## src/rtl/agex_stage.sv

```systemverilog
// -----------------------------------------------------------------------------
// agex_stage
//
// Address-generation / execute stage of the LC-3b pipeline. Captures the
// decode stage's AGEX-bound outputs into the AGEX latches, computes the memory
// address and the ALU/shift result, registers them into the MEM latches and
// returns the AGEX-stage hazard signals to decode and fetch.
//
// Ports:
//   clk, rst_n        pipeline clock, asynchronous active-low reset
//   ld_agex           load enable for the AGEX latches
//   mem_stall         MEM stage stalled; MEM latches hold
//   de_npc, de_ir     NPC / IR of the instruction leaving decode
//   agex_sr1/sr2      register operands
//   agex_drid_new     destination register ID
//   agex_cs[19:0]     control bits (agex_cs[k] = control-store bit k+3)
//   agex_cc           architectural NZP
//   agex_v            instruction valid (0 = bubble)
//   agex_drid_old     AGEX.DRID latch
//   v_agex_ld_reg/ld_cc/br_stall  hazard outputs, qualified by AGEX.V
//   mem_*             MEM pipeline latches
//
// Configuration:
//   AGEX_SHF_EN  defined   -> full SHF unit (LSHF / RSHFL / RSHFA by IR[3:0])
//                undefined -> SHF result is AGEX.SR1 unshifted
// -----------------------------------------------------------------------------
module agex_stage (
  input  logic        clk,
  input  logic        rst_n,
  input  logic        ld_agex,
  input  logic        mem_stall,
  input  logic [15:0] de_npc,
  input  logic [15:0] de_ir,
  input  logic [15:0] agex_sr1,
  input  logic [15:0] agex_sr2,
  input  logic [2:0]  agex_drid_new,
  input  logic [19:0] agex_cs,
  input  logic [2:0]  agex_cc,
  input  logic        agex_v,
  output logic [2:0]  agex_drid_old,
  output logic        v_agex_ld_reg,
  output logic        v_agex_ld_cc,
  output logic        v_agex_br_stall,
  output logic [15:0] mem_address,
  output logic [15:0] mem_alu_result,
  output logic [15:0] mem_npc,
  output logic [15:0] mem_ir,
  output logic [10:0] mem_cs,
  output logic [2:0]  mem_drid,
  output logic [2:0]  mem_cc,
  output logic        mem_v
);

  // ALUK encodings
  localparam logic [1:0] ALUK_ADD   = 2'b00;
  localparam logic [1:0] ALUK_AND   = 2'b01;
  localparam logic [1:0] ALUK_XOR   = 2'b10;
  localparam logic [1:0] ALUK_PASSB = 2'b11;

  // ---------------------------------------------------------------------------
  // AGEX latches
  // ---------------------------------------------------------------------------
  logic [15:0] agex_npc_q;
  logic [15:0] agex_ir_q;
  logic [15:0] agex_sr1_q;
  logic [15:0] agex_sr2_q;
  logic [2:0]  agex_drid_q;
  logic [19:0] agex_cs_q;
  logic [2:0]  agex_cc_q;
  logic        agex_v_q;

  // NOTE: sequential state uses non-blocking assignments so every latch samples
  // the pre-edge values of its sources regardless of block ordering.
  always_ff @(posedge clk or negedge rst_n) begin
    // NOTE: every pipeline latch is reset so that a flushed instruction can
    // never leave behind a stale valid bit or stale data on the outputs.
    if (!rst_n) begin
      agex_npc_q  <= '0;
      agex_ir_q   <= '0;
      agex_sr1_q  <= '0;
      agex_sr2_q  <= '0;
      agex_drid_q <= '0;
      agex_cs_q   <= '0;
      agex_cc_q   <= '0;
      agex_v_q    <= 1'b0;
    end else if (ld_agex) begin
      agex_npc_q  <= de_npc;
      agex_ir_q   <= de_ir;
      agex_sr1_q  <= agex_sr1;
      agex_sr2_q  <= agex_sr2;
      agex_drid_q <= agex_drid_new;
      agex_cs_q   <= agex_cs;
      agex_cc_q   <= agex_cc;
      // A decode dependency stall arrives with agex_v=0 and becomes a bubble.
      agex_v_q    <= agex_v;
    end
  end

  // ---------------------------------------------------------------------------
  // Control field decode
  // ---------------------------------------------------------------------------
  logic       addr1mux;
  logic [1:0] addr2mux;
  logic       lshf1;
  logic       addressmux;
  logic       sr2mux;
  logic [1:0] aluk;
  logic       resultmux;

  assign addr1mux   = agex_cs_q[0];
  assign addr2mux   = agex_cs_q[2:1];
  assign lshf1      = agex_cs_q[3];
  assign addressmux = agex_cs_q[4];
  assign sr2mux     = agex_cs_q[5];
  assign aluk       = agex_cs_q[7:6];
  assign resultmux  = agex_cs_q[8];

  // ---------------------------------------------------------------------------
  // Address generation
  // ---------------------------------------------------------------------------
  logic [15:0] addr1;
  logic [15:0] addr2;
  logic [15:0] addr2_shf;
  logic [15:0] address;

  assign addr1 = addr1mux ? agex_sr1_q : agex_npc_q;

  // NOTE: a combinational block assigns its output on every path (default
  // first) so no latch is inferred.
  always_comb begin
    addr2 = 16'h0000;
    case (addr2mux)
      2'b00: addr2 = 16'h0000;
      2'b01: addr2 = {{10{agex_ir_q[5]}},  agex_ir_q[5:0]};
      2'b10: addr2 = {{7{agex_ir_q[8]}},   agex_ir_q[8:0]};
      2'b11: addr2 = {{5{agex_ir_q[10]}},  agex_ir_q[10:0]};
      default: addr2 = 16'h0000;
    endcase
  end

  assign addr2_shf = lshf1 ? {addr2[14:0], 1'b0} : addr2;

  // ADDRESSMUX=0 forms the TRAP vector-table address.
  assign address = addressmux ? (addr1 + addr2_shf)
                              : {7'b0, agex_ir_q[7:0], 1'b0};

  // ---------------------------------------------------------------------------
  // ALU
  // ---------------------------------------------------------------------------
  logic [15:0] alu_b;
  logic [15:0] alu_result;

  assign alu_b = sr2mux ? {{11{agex_ir_q[4]}}, agex_ir_q[4:0]} : agex_sr2_q;

  always_comb begin
    alu_result = 16'h0000;
    case (aluk)
      ALUK_ADD:   alu_result = agex_sr1_q + alu_b;
      ALUK_AND:   alu_result = agex_sr1_q & alu_b;
      ALUK_XOR:   alu_result = agex_sr1_q ^ alu_b;
      ALUK_PASSB: alu_result = alu_b;
      default:    alu_result = 16'h0000;
    endcase
  end

  // ---------------------------------------------------------------------------
  // SHF unit
  // ---------------------------------------------------------------------------
  logic [15:0] shf_result;

`ifdef AGEX_SHF_EN
  always_comb begin
    shf_result = agex_sr1_q;
    if (!agex_ir_q[4]) begin
      shf_result = agex_sr1_q << agex_ir_q[3:0];
    end else if (!agex_ir_q[5]) begin
      shf_result = agex_sr1_q >> agex_ir_q[3:0];
    end else begin
      shf_result = 16'($signed(agex_sr1_q) >>> agex_ir_q[3:0]);
    end
  end
`else
  assign shf_result = agex_sr1_q;
`endif

  logic [15:0] exec_result;
  assign exec_result = resultmux ? alu_result : shf_result;

  // ---------------------------------------------------------------------------
  // MEM latches
  // ---------------------------------------------------------------------------
  always_ff @(posedge clk or negedge rst_n) begin
    if (!rst_n) begin
      mem_address    <= '0;
      mem_alu_result <= '0;
      mem_npc        <= '0;
      mem_ir         <= '0;
      mem_cs         <= '0;
      mem_drid       <= '0;
      mem_cc         <= '0;
      mem_v          <= 1'b0;
    end else if (!mem_stall) begin
      mem_address    <= address;
      mem_alu_result <= exec_result;
      mem_npc        <= agex_npc_q;
      mem_ir         <= agex_ir_q;
      mem_cs         <= agex_cs_q[19:9];
      mem_drid       <= agex_drid_q;
      mem_cc         <= agex_cc_q;
      mem_v          <= agex_v_q;
    end
  end

  // ---------------------------------------------------------------------------
  // Hazard outputs: a bubble never asserts any of them.
  // ---------------------------------------------------------------------------
  assign agex_drid_old   = agex_drid_q;
  assign v_agex_ld_reg   = agex_v_q & agex_cs_q[18];
  assign v_agex_ld_cc    = agex_v_q & agex_cs_q[19];
  assign v_agex_br_stall = agex_v_q & agex_cs_q[12];

endmodule

```

## config.mk

```make
export PLATFORM = sky130hd
export DESIGN_NAME = agex_stage
export DESIGN_NICKNAME = d
export VERILOG_FILES = /design/src/rtl/agex_stage.sv
export SDC_FILE = /design/constraint.sdc
export NUM_CORES = 1
export LEC_CHECK = 0
export CAP_MARGIN = 20
export CORE_AREA = 2 2 105 184
export CTS_BUF_LIST = sky130_fd_sc_hd__clkbuf_8
export DETAILED_ROUTE_END_ITERATION = 16
export DIE_AREA = 0 0 107 186
export PLACE_DENSITY_LB_ADDON = 0.15
export SLEW_MARGIN = 10
export SYNTH_ARGS = -nofsm -noshare
export SYNTH_HDL_FRONTEND = slang
export SYNTH_SLANG_ARGS = --single-unit
export TNS_END_PERCENT = 5
```

## constraint.sdc

```tcl
create_clock -name clk -period 7.35 [get_ports clk]
set_input_delay 0.735 -clock clk [delete_from_list [all_inputs] [get_ports clk]]
set_output_delay 0.735 -clock clk [all_outputs]
set_load 0.02 [all_outputs]
```

* Word level (Yosys, flattened, before mapping)
Index checks and enable logic that the tools add are counted.
Operators by class: reductions and logical operators 2, bitwise gates (word level) 5, add/sub/neg operators 2, muxes and demuxes 7, equal/unequal tests 6
Operator list (count):
- $pmux 16 s4 | 2
- $mux 16 | 5
- $add 16x16->16 | 2
- $and 16x16->16 | 1
- $xor 16x16->16 | 1
- $eq 2x2->1 const B | 4
- $eq 2x1->1 const B | 2
- $logic_not 2->1 | 2
- $and 1x1->1 | 3
Word-level totals: logic and storage cells 38, output and inout bits 88, bits in registers 173, bits of input ports 95

* Logic depth before layout (Yosys ltp)
Gate-level depths: netlist of the first run.
word-level depth 5, depth in mapped cells 12

* Least setup slack after synthesis of the first run
Ideal clock, no wire load.
kind register to register, from reg agex_cs_q[0], to reg mem_address[14], period minus slack after synthesis 2.730 ns, path slack 4.620 ns, arrival 2.629 ns, stages on the path, launching flop included 12, path through dfrtp_1 clkbuf_1 clkbuf_1 mux2_2 ha_1 clkbuf_1 a21o_1 a21o_1 a21oi_1 nand3_1 a41o_1 o311ai_2
On the way: longest elaborated chain between the ends 3
Ends and longest elaborated chain:
- start, declared | RTL line 68 | logic [19:0] agex_cs_q;
- start signal, assigned | RTL line 92 | agex_cs_q <= agex_cs;
- $mux 16 | RTL line 126 | assign addr1 = addr1mux ? agex_sr1_q : agex_npc_q;
- $add 16x16->16 | RTL line 144 | assign address = addressmux ? (addr1 + addr2_shf)
- $mux 16 | RTL line 144
- end signal, assigned | RTL line 203 | mem_address <= address;
- end, declared | RTL line 44 | output logic [15:0] mem_address,
No other way between the ends. A chain may end at the register's enable or synchronous reset.

* Final worst setup path of the first run
from reg agex_cs_q[5], to reg mem_alu_result[10]
On the way: longest elaborated chain between the ends 4, elaborated cells between the ends (all ways) 6, classes of those cells 1 x add/sub; 3 x mux; 2 x bitwise
Ends and longest elaborated chain:
- $mux 16 * | RTL line 153 | assign alu_b = sr2mux ? {{11{agex_ir_q[4]}}, agex_ir_q[4:0]} : agex_sr2_q;
- $add 16x16->16 (tied with other cells) | RTL line 158 | ALUK_ADD: alu_result = agex_sr1_q + alu_b;
- $pmux 16 s4 * | RTL line 157 | case (aluk)
- $mux 16 * | RTL line 187 | assign exec_result = resultmux ? alu_result : shf_result;
- end signal, assigned | RTL line 204 | mem_alu_result <= exec_result;
- end, declared | RTL line 45 | output logic [15:0] mem_alu_result,
Mark *: on every way between the ends. The rest lies on a longest branch, timed or not.

==> flow_metrics.tcl, run 1 <==
set metrics [dict create \
    placement.cell_area_sq_um 11000 \
    critical-path-max-stage-delay_ps 680 \
    cts_num_sinks 173 \
    drive_above_1_share_pct 20.6 \
    finish.instance_area_sq_um 11400 \
    max-vdd-ir-drop_v 0.000172 \
    distinct_cells_synth 65 \
    max_slew_headroom_pct 28.7 \
    drt.antenna.violating_nets 0 \
    power.total_mw 2.86 \
    critPathBufInv 1 \
    synthMuxAreaShare_pct 19.9 \
    first_iter_violations 265 \
    number_of_antenna_violations_at_the_first_check_in_global_routing 1 \
    ctsLongestPathBuffers 2 \
    path_max_fanout 18 \
    synth_area_sq_um 9060 \
    syn_avg_cell_area_sq_um 11.0 \
    critical_path_required_ps 7700 \
    reg_clk_slew_reported_paths_ps 90 \
    die-height_microns 186 \
    start_kind "register" \
    worst_setup_path_startpoint "agex_cs_q[5]" \
    cts.repair.resized 0 \
    vias_per_cell 5.52 \
    timing_hold_violations_final 0 \
    setup_viol_count_final 0 \
    final-seq-area_sq_um 4330 \
    cells_traversed_along_the_worst_timing_path "mux2_2 -> ha_1 -> inv_1 -> fa_1 -> and2b_1 -> o2111ai_2 -> a31oi_2 -> or2b_1 -> a311oi_1 -> or3b_1" \
    place_ws_ps 4310 \
    multi_input_area_sq_um 4430 \
    setup.reg_to_reg.worst_slack_ps 4270 \
    whs_ps 383 \
    firstDrtPassIters 5 \
    grt_start_max_net_pins 101 \
    fp.dieArea_sq_um 19900 \
    core.rowCount 66 \
    grt_pass1_vias 6966 \
    synth_compound_area_share_pct 13.8 \
    cts-hold-fix-buffers 0 \
    max_freq_mhz 325 \
    clock_tree_from_tritoncts "yes" \
    yosys.area_share.xor_xnor_pct 2.22 \
    arrival_ps 3420 \
    max_cap_violations 0 \
    synth_enable_flop_cells 0 \
    r2r-start "agex_cs_q[5]" \
    p_leak_nw 4.81 \
    routed_wire_length_per_instance_microns 18.9 \
    synthTopCellsByArea "dfrtp_1 48%, mux2_2 18%, ha_1 4.4%" \
    yosysMostFrequentCell "dfrtp_1" \
    routabilityCongestion 0.928 \
    synth_seq_area_share_pct 47.8 \
    vias 6782 \
    synthCells 821 \
    synth_area_leader_cell "dfrtp_1" \
    place.detailed.hpwl_microns 17200 \
    initial_core_util_pct 49.2 \
    worst_skew_pair.late_latency_ps 460 \
    rsz0062_at_grt "false" \
    end_kind "register" \
    adder_cell_share_of_the_synthesized_area_pct 4.86 \
    grt_first_pass_wirelength_microns 36700 \
    coreArea_sq_um 18400 \
    cts-htree-levels 4 \
    setup_tns_ps 0 \
    boundaryPins 183 \
    root_buffer "clkbuf_8" \
    timing_worst_slew_pin_value_ps 1070 \
    syn2layout_area_growth_pct 26.0 \
    detail_route.drc_violations 0 \
    final_critical_path_share_of_the_clock_period_pct 41.8 \
    final_critical_path_setup_slack_ps 4270 \
    slowest_stage "dfrtp_1" \
    mappedNetlistNets 950 \
    grt_overflow_total 0 \
    tritoncts.num_buffers 17 \
    period_minus_slack_ps 3080 \
    synth_top_area_share_pct 47.8 \
    worst-setup-path-type "reg -> reg" \
    post_synth_and_or_nand_nor_area_fraction_pct 8.16 \
    async_reset_ff_share_pct 100 \
    fin_worst_skew_ps 14.2 \
    yosys_warns 0 \
    synth-seq-cells 173 \
    die_w_microns 107 \
    layout.filler_cells 1601 \
    wirelength_microns 23200 \
    run_status "complete, no violations" \
    slew_viol_final 0 \
    groute.usage.overall_pct 24.5 \
    placement.io_buffers 182 \
    synth_top_cells_by_count "173 x dfrtp_1, 148 x mux2_2, 74 x nand2_1" \
    layout.nets 1106 \
    power_density_nw_per_um2 251 \
    postCtsSetupBuffers 0 \
    hp-class "in -> async" \
    ys_dominant_reg_cell "dfrtp_1" \
    dominant_combinational_cell_family_by_area_after_synthesis "multiplexers" \
    path_delay_family "simple AND/OR/NAND/NOR gates" \
]
-- layer usage --
layer	share of wire [%]	track usage, %	vias up
met5	0	0	-
met1	37	26.4	3319
li1	-	-	3236
met4	4.1	12.8	0
met3	4.7	5.25	49
met2	54	44.4	178
-- sequential cells by signal (all words and copies together), names as in the netlist, 3 cells and up --
name	cells
mem_cc	3
agex_cc_q	3
agex_ir_q	16
agex_sr2_q	16
mem_npc	16
mem_drid	3
mem_ir	16
mem_alu_result	16
agex_drid_old	3
agex_cs_q	20
mem_address	16
agex_npc_q	16
agex_sr1_q	16
mem_cs	11
-- kinds of logic (layout without fill, tap and decap cells) --
kind of cell | after synthesis | after routing
buffers and inverters | 76 | 244
DFF | 173 | 173
and+or+nand+nor | 160 | 160
AOI/OAI and AO/OA | 193 | 193
other | 0 | 1
muxes | 162 | 162
adders and majority gates | 34 | 34
xor gates and xnor gates | 23 | 23
-- final cells by class --
| cell class | count | area share [%] |
|---|---|---|
| clock inverter | 12 | 1.06 |
| sequential | 173 | 37.9 |
| multi-input combinational | 572 | 38.8 |
| clock buffer | 19 | 2.29 |
| antenna | 1 | 0.0219 |
| tap | 238 | 2.61 |
| inverter | 27 | 0.888 |
| timing repair buffer | 186 | 16.4 |
-- cell usage in the layout, fill, tap and decap left out, types with 7 or more instances in the layout --
cell type	count
dfrtp_1	173
inv_1	29
nor2b_1	10
ha_1	32
clkbuf_8	19
clkdlybuf4s50_1	179
a21oi_1	39
o21ai_0	71
o211ai_1	15
xor2_1	11
a311oi_1	7
mux2_2	148
nor2_1	31
mux2i_1	14
nand2_1	74
or2_2	7
a211oi_1	8
nand3_1	7
a21o_1	8
xnor2_1	12
-- worst paths after layout --
check,to,depth (start not counted)
worst max-delay path,mem_alu_result[10],10
worst min-delay path,agex_sr2_q[11],1
worst max register to register,mem_alu_result[10],10
worst min register to register,mem_alu_result[5],1
max in group asynchronous,mem_npc[10],2
min in group clk,mem_alu_result[5],1
-- power by group --
group	switching (mW)	internal (mW)	total, mW	leakage (nW)
clock network	0.342	0.315	0.657	0.198
registers	0.120	1.09	1.21	2.05
logic	0.510	0.488	0.999	2.56
total	0.972	1.89	2.86	4.81
-- metrics by stage --
step	utilization (%)	cells
global route	62.0	1228
detailed placement	59.8	1195
finish	62.0	1228
floorplan	-	821
CTS	61.8	1226
global placement	59.8	1195
No activity file was read; power rests on OpenSTA's default activity.
==> run 2, diff against run 1 <==
- clock period: 7.35 -> 3.1 ns (I/O delays scaled with it)
==> flow_metrics.tcl, run 2 (synthesis gave the netlist of run 1 again) <==
set metrics [dict create \
    run_status "complete, no violations" \
    wirelength_microns 23800 \
    timing_worst_slew_pin_value_ps 1070 \
    period_minus_slack_ps 2890 \
    groute.usage.overall_pct 25.0 \
    placement.io_buffers 182 \
    max_flop_register "agex_cs_q" \
    largest_register_ff_count 20 \
    whs_ps 326 \
    worst-setup-path-type "reg -> reg" \
    number_of_antenna_violations_at_the_first_check_in_global_routing 2 \
    vias 6955 \
    worst_skew_pair.late_latency_ps 470 \
    power_density_nw_per_um2 593 \
    tritoncts.num_buffers 17 \
    routed_wire_length_per_instance_microns 19.1 \
    setup_tns_ps 0 \
    ctsLongestPathBuffers 2 \
    first_iter_violations 348 \
    max_slew_headroom_pct 28.9 \
    critical_path_required_ps 3450 \
    grt_pass1_vias 7136 \
    firstDrtPassIters 5 \
    rsz0062_at_grt "false" \
    layout.filler_cells 1543 \
    layout_commonest_cell "clkdlybuf4s50_1" \
    grt_first_pass_wirelength_microns 37900 \
    drt.antenna.violating_nets 0 \
    multi_input_area_sq_um 4440 \
    fin_worst_skew_ps 9.67 \
    layout.nets 1120 \
    clock_tree_from_tritoncts "yes" \
    root_buffer "clkbuf_8" \
    max-vdd-ir-drop_v 0.000481 \
    path_max_fanout 18 \
    core.rowCount 66 \
    coreArea_sq_um 18400 \
    cts-htree-levels 4 \
    hp-class "in -> async" \
    arrival_ps 3240 \
    detail_route.drc_violations 0 \
    final-seq-area_sq_um 4330 \
    max_freq_mhz 346 \
    die_w_microns 107 \
    slew_viol_final 0 \
    fp.dieArea_sq_um 19900 \
    reg_clk_slew_reported_paths_ps 90 \
    routabilityCongestion 0.916 \
    die-height_microns 186 \
    boundaryPins 183 \
    drive_above_1_share_pct 22.0 \
    cts_num_sinks 173 \
    start_kind "register" \
    final_critical_path_share_of_the_clock_period_pct 93.3 \
    grt_start_max_net_pins 87 \
    setup_viol_count_final 0 \
    max_cap_violations 0 \
    grt_overflow_total 0 \
    initial_core_util_pct 49.2 \
    vias_per_cell 5.59 \
    layout_common_cells "179 x clkdlybuf4s50_1, 172 x dfrtp_1, 148 x mux2_2, 74 x nand2_1, 71 x o21ai_0" \
    postCtsSetupBuffers 0 \
    timing_hold_violations_final 0 \
    place.detailed.hpwl_microns 17700 \
    p_leak_nw 4.88 \
    end_kind "register" \
    syn2layout_area_growth_pct 27.6 \
]
run 2: changes by cell type in the layout (fill, tap and decap cells not counted), sizes merged:
cell / change
buf: +13
bufinv: -1
clkbuf: +2
diode: +1
dlygate4sd3: +1
run 2: worst max-delay path, cell delays in order (launching register included):
cell	delay [ps]
dfrtp_2	530
mux2_2	280
ha_1	170
inv_1	70
fa_1	390
and2b_1	230
o2111ai_2	130
a31oi_2	320
or2b_1	180
a311oi_1	90
or3b_1	370
run 2: worst paths after layout:
kind	cells past startpoint	endpoint	slack (ps)	startpoint
max reg2reg	10	mem_alu_result[10]	210	agex_cs_q[5]
max in group asynchronous	3	mem_address[5]	1850	rst_n
max	10	mem_alu_result[10]	210	agex_cs_q[5]
min in group clk	3	mem_alu_result[0]	360	mem_stall
min	2	agex_sr2_q[6]	330	rst_n
min reg2reg	1	mem_alu_result[5]	480	mem_alu_result[5]
run 2: metrics by stage:
step	power, mW	setup slack [ps]	cell area (sq um)	util [%]	std cells
CTS	6.91	109	11600	62.7	1242
finish	6.86	208	11600	62.8	1244
detailed placement	5.31	140	11100	60.5	1209
global route	7.25	5.26	11600	62.8	1244
global placement	5.29	227	11100	60.5	1209
floorplan	4.30	370	9060	-	821
run 2: repair_timing:
item / in CTS / in global routing
endpoints found under the setup margin: 0 / 8
hold buffers: 1 / 0
endpoints found under the hold margin: 45 / 0
resized for setup: 0 / 2
run 2: power by group:
group	leakage [nW]	switching, mW	total [mW]	internal [mW]
sequential	2.05	0.260	2.84	2.58
clock	0.199	0.852	1.58	0.731
combinational	2.63	1.25	2.44	1.19
run 2: area by class of cell:
class	count	share of cell area [%]
multi-input cells	572	38.4
flip-flops and latches	173	37.4
repair buffers	200	17.2
well taps	238	2.57
clock buffers	21	2.50
clock inverters	11	0.930
inverters	27	0.876
diodes	2	0.0433
run 2: per-layer routing:
metal,share of wire (%),global-route usage [%],vias up
li1,-,-,3281
met1,37,27.7,3413
met2,54,44.7,212
met3,4.9,5.74,49
met4,3.7,12.5,0
met5,0,0,-
==> run 3, diff against run 2 <==
- CORE_AREA: 2 2 105 184 -> 2 2 101 177
- DIE_AREA: 0 0 107 186 -> 0 0 103 179
- RECOVER_POWER: default -> 100
- SKIP_LAST_GASP: default -> 1
==> flow_metrics.tcl, run 3 (synthesis gave the netlist of run 1 again) <==
set metrics [dict create \
    run_status "finished with violations" \
    violations "capacitance limit, slew limit" \
    routed_wire_length_per_instance_microns 19.6 \
    hp-class "in -> reg" \
    layout_commonest_cell "clkdlybuf4s50_1" \
    p_leak_nw 4.86 \
    vias 6988 \
    drive_above_1_share_pct 21.7 \
    reg_clk_slew_reported_paths_ps 90 \
    worst-setup-path-type "reg -> reg" \
    reg2reg_to "mem_address[14]" \
    max_flop_register "agex_cs_q" \
    critPathCapture "mem_address[14]" \
    grt_pass1_vias 7281 \
    placement.io_buffers 182 \
    layout_common_cells "179 x clkdlybuf4s50_1, 172 x dfrtp_1, 148 x mux2_2, 74 x nand2_1, 71 x o21ai_0" \
    syn2layout_area_growth_pct 26.8 \
    max_cap_violations 2 \
    place.detailed.hpwl_microns 18600 \
    grtUsageMet2_pct 48.1 \
    layout.filler_cells 1409 \
    grt-busiest-layer "met2" \
    worst_skew_pair.late_latency_ps 470 \
    global_route.usage.met1_pct 29.5 \
    timing_worst_slew_pin_value_ps 2300 \
    grt_first_pass_wirelength_microns 37800 \
    wirelength_microns 24200 \
    ctsLongestPathBuffers 2 \
    first_iter_violations 359 \
    detail_route.drc_violations 0 \
    layout.nets 1123 \
    slew_viol_final 83 \
    routabilityCongestion 0.956 \
    final_critical_path_share_of_the_clock_period_pct 95.1 \
    number_of_antenna_violations_at_the_first_check_in_global_routing 0 \
    final_util_pct 67.0 \
    tritoncts.num_buffers 17 \
    root_buffer "clkbuf_8" \
    drt.antenna.violating_nets 0 \
    boundaryPins 183 \
    core.rowCount 64 \
    placement.cell_area_sq_um 11100 \
    setup_viol_count_final 0 \
    worst_setup_path_startpoint "agex_cs_q[2]" \
    rr_worst_depth 11 \
    r2r-start "agex_cs_q[2]" \
    power_density_nw_per_um2 589 \
    fp.dieArea_sq_um 18400 \
    max_slew_headroom_pct -53.3 \
    period_minus_slack_ps 2950 \
    setup.reg_to_reg.worst_slack_ps 150 \
    vias_per_cell 5.65 \
    max_freq_mhz 339 \
    rsz0062_at_grt "true" \
    die-height_microns 179 \
    grt_overflow_total 0 \
    initial_core_util_pct 52.9 \
    postCtsSetupBuffers 0 \
    timing_hold_violations_final 0 \
    critical_path_required_ps 3470 \
    final-seq-area_sq_um 4330 \
    max-vdd-ir-drop_v 0.000511 \
    coreArea_sq_um 17100 \
    hold_path.startpoint "mem_stall" \
    multi_input_area_sq_um 4430 \
    use_met3_pct 6.39 \
    path_max_fanout 10 \
    largest_register_ff_count 20 \
    arrival_ps 3320 \
    die_w_microns 103 \
    cts-htree-levels 4 \
    end_kind "register" \
    clock_tree_from_tritoncts "yes" \
    firstDrtPassIters 4 \
    grt_start_max_net_pins 115 \
    start_kind "register" \
    antennaDiodeCount 0 \
    cts_num_sinks 173 \
    fin_worst_skew_ps 11.9 \
    groute.usage.overall_pct 27.6 \
    finish.instance_area_sq_um 11500 \
]
-- run 3: cell types whose count changed in the layout (fill, tap and decap cells not counted), sizes merged --
cell	before	now
clkbuf	21	26
inv	31	28
clkinv	3	7
buf	20	17
clkinvlp	3	1
diode	2	0
-- run 3: critical path: stages, from the launching register on --
cell	delay, ps
dfrtp_1	490
nor2_1	160
nor3b_1	200
ha_1	220
inv_1	60
fa_1	390
nand2b_1	180
a21oi_1	190
a211oi_2	110
o31ai_2	460
nand4_1	170
o311ai_2	220
-- run 3: per-stage QoR --
stage | total power [mW] | cells | hold WS (ps) | worst slack (ps) | TNS, ps
after global routing | 7.15 | 1236 | 368 | -68.5 | -68.5
after floorplan | 4.30 | 821 | 14.4 | 370 | 0
after global placement | 5.30 | 1205 | 242 | 228 | 0
after detailed placement | 5.34 | 1205 | 242 | 140 | 0
after CTS | 6.83 | 1236 | 272 | 137 | 0
final | 6.77 | 1236 | 337 | 151 | 0
-- run 3: how the worst min path moves through the flow --
stage | endpoint | cells after the start
finish | mem_alu_result[1] | 3
detailed placement | agex_sr2_q[7] | 1
global route | mem_address[11] | 3
global placement | agex_sr2_q[7] | 1
floorplan | agex_cc_q[0] | 0
CTS | agex_sr2_q[13] | 3
-- run 3: layer usage --
metal / part of all wire (%) / up-vias / routed length (microns)
met3: 4.5 / 75 / 1100
met1: 36 / 3441 / 8610
met2: 54 / 198 / 13000
met4: 6.1 / 0 / 1480
li1: - / 3274 / -
met5: 0 / - / 0
-- run 3: power by group --
part,internal [mW],switching (mW)
clock network,0.688,0.791
registers,2.58,0.259
logic,1.18,1.27
-- run 3: timing repair --
action | 4_1_cts | 5_1_grt
hold buffers | 1 | 0
gates resized for setup | 0 | 1
hold endpoints to repair | 37 | 0
setup endpoints to repair | 0 | 9
-- run 3: area by class of cell --
class / count / area share (%)
Inverter: 27 / 0.882
Sequential cell: 173 / 37.7
Multi-Input combinational cell: 572 / 38.6
Timing Repair Buffer: 203 / 17.1
Clock buffer: 20 / 2.40
Tap cell: 231 / 2.52
Clock inverter: 10 / 0.795
==> variant: new RTL, config.mk and constraints of run 3 <==
Make the reset (`rst_n`) synchronous in 2 clocked blocks. Comments in the files are not updated.
--- a/src/rtl/agex_stage.sv
+++ b/src/rtl/agex_stage.sv
@@ -71,7 +71,7 @@
 
   // NOTE: sequential state uses non-blocking assignments so every latch samples
   // the pre-edge values of its sources regardless of block ordering.
-  always_ff @(posedge clk or negedge rst_n) begin
+  always_ff @(posedge clk) begin
     // NOTE: every pipeline latch is reset so that a flushed instruction can
     // never leave behind a stale valid bit or stale data on the outputs.
     if (!rst_n) begin
@@ -189,7 +189,7 @@
   // ---------------------------------------------------------------------------
   // MEM latches
   // ---------------------------------------------------------------------------
-  always_ff @(posedge clk or negedge rst_n) begin
+  always_ff @(posedge clk) begin
     if (!rst_n) begin
       mem_address    <= '0;
       mem_alu_result <= '0;
Behaviour: differs if rst_n is asserted again (counterexample within 4 cycles, from zero or initial values and one cycle with rst_n low); with rst_n held inactive, the same outputs for 4 cycles.
==> variant against run 3 <==
Design area down 3.6%. First-iteration DRC count down 24%. Core utilization down 2.4 points. Routed wire length is 3.0% lower. Sequential cell count stayed put. Global-route usage down 2.0 points. Critical endpoint is now mem_alu_result[13]. Clock skew about the same. Worst setup slack better by 0.034 ns. Area after synthesis fell by 4.8%. Fmax up 1.2%.
Power is not compared: it rests on default switching activity, and its combinational part moved more than twofold at a synthesized area within 25%.
==> variant: results (changes against run 3) <==
metric;value;unit;change
run status;completed;;
launching element of the worst setup path;agex_cs_q[5];;
cell leakage power;0.00476;µW;
Port Buf Inserts;182;;unchanged
part of the total power dissipated in the clock network;0.321;;
type of the tightest min-delay check;in2reg;;
half-perimeter wire length after placement;17100;µm;-7.9%
maximum number of pins on one net before global-route repair;157;;+37%
slack of the worst reg-to-reg path;0.19;ns;+0.03 ns
via density per instance;5.44;;-3.8%
count of yosys warnings during synthesis;0;;unchanged
top cells by count, synth;184 x sky130_fd_sc_hd__nor2_1, 173 x sky130_fd_sc_hd__dfxtp_1, 157 x sky130_fd_sc_hd__mux2i_1;;
Crit Reg-Reg Endpoint;mem_alu_result[13];;
XOR/XNOR share of the synthesized area;0.0203;;-0.00193
clock network latency to the later pin of the worst-skew pair;0.45;ns;-0.02 ns
Max Clock Freq;343;MHz;+1.2%
CTS buffer count;17;;unchanged
number of fillers in the final layout;1543;;+9.5%
routed wire length;23500;µm;-3.0%
adder-cell area share of the yosys netlist;0.0510;;+0.00243
Post-Syn Nets;1095;;+15%
number of global-route vias before repair;7125;;-2.1%
final weighted congestion in routability-driven placement;0.914;;-4.4%
cells taking the most area after synthesis;sky130_fd_sc_hd__dfxtp_1 40%, sky130_fd_sc_hd__mux2i_1 18%, sky130_fd_sc_hd__nor2_1 8.0%;;
critical path start-end classification;reg2reg;;
Pre-Repair DR Iteration Count;5;;+1
clock tree buffer depth;2;;unchanged
slowest cell on the critical path;sky130_fd_sc_hd__dfxtp_1;;
final global-route overflow total;0;;unchanged
register with the most flip-flops;agex_cs_q;;
Total Nets Final;1256;;+12%
post-placement worst setup slack;0.129;ns;-0.0108 ns
first-pass GRT wire length;36500;µm;-3.5%
tightest slew margin relative to the limit;0.484;;+1.02
maximum vdd drop;366;µV;
Main synth FF type;sky130_fd_sc_hd__dfxtp_1;;
CTS Root Cell;sky130_fd_sc_hd__clkbuf_8;;
clock transition at the registers of the reported paths;0.09;ns;about the same
mux share of post-synthesis cell area;0.212;;+0.0127
antenna violations before repair;0;;unchanged
share of final-layout standard cells stronger than drive strength 1;0.0798;;-0.137
Cell variety after synth;57;;-12%
iteration-0 DRC count of the detailed router;274;;-24%
Worst Clk Skew;0.0118;ns;-0.000110 ns
largest fanout of any net on the critical path;10;;unchanged
largest stage delay on the critical path;0.49;ns;about the same
Seq/Total Area, Yosys;0.401;;-0.0764
power density over the cells;446;mW/mm²;
post-synthesis compound-gate area fraction;0.137;;about the same
endpoint arrival time on the critical path;3.24;ns;-0.08 ns
number of H-tree levels;4;;unchanged
Total GRT Usage;0.256;;-0.0200
share of synthesized flip-flops with an asynchronous set or reset;0;;-1.00
cells on worst reg2reg path;11;;unchanged
Critical R2R Launch;agex_cs_q[5];;
==> variant: repair_timing <==
action,4_1_cts,5_1_grt
gates resized for setup,0,4
setup endpoints to repair,0,2
endpoints found under the hold margin,0,0
==> variant: per-layer routing <==
layer	track usage	up-vias	share of wire
met4	0.0948	0	0.028
met2	0.467	198	0.53
met1	0.293	3521	0.39
li1	-	3702	-
met3	0.0409	35	0.047
met5	0	-	0
==> variant: cells by family after synthesis <==
logic type	after synthesis
AOI/OAI and AO/OA	187
xor gates and xnor gates	20
adders and majority gates	34
buffers and inverters	88
DFF	173
muxes	180
and+or+nand+nor	284
==> variant: cell type report <==
| type | instances | area [µm²] | share of cell area |
|---|---|---|---|
| multi-input combinational | 705 | 4840 | 0.437 |
| sequential | 173 | 3470 | 0.313 |
| timing repair buffer | 201 | 1980 | 0.179 |
| clock inverter | 14 | 144 | 0.0130 |
| inverter | 29 | 111 | 0.0101 |
| clock buffer | 18 | 248 | 0.0224 |
| tap | 231 | 289 | 0.0261 |
==> variant: worst min path at each step <==
stage,startpoint,to,slack [ns],cells after the start
detailed placement,mem_address[15],mem_address[15],0.44,2
global route,mem_stall,mem_address[0],0.34,3
global placement,mem_address[9],mem_address[9],0.44,2
CTS,mem_stall,mem_address[0],0.32,3
finish,mem_stall,mem_address[0],0.34,3
floorplan,agex_sr2_q[0],agex_sr2_q[0],0.46,2
==> variant: stage by stage <==
step	hold slack, ns	std cells	TNS [ns]	cell area (µm²)
after detailed placement	0.438	1339	0	10700
after floorplan	0.456	966	0	8630
after global placement	0.444	1339	0	10700
after global routing	0.341	1371	-0.00753	11100
after CTS	0.316	1371	0	11100
final	0.337	1371	0	11100
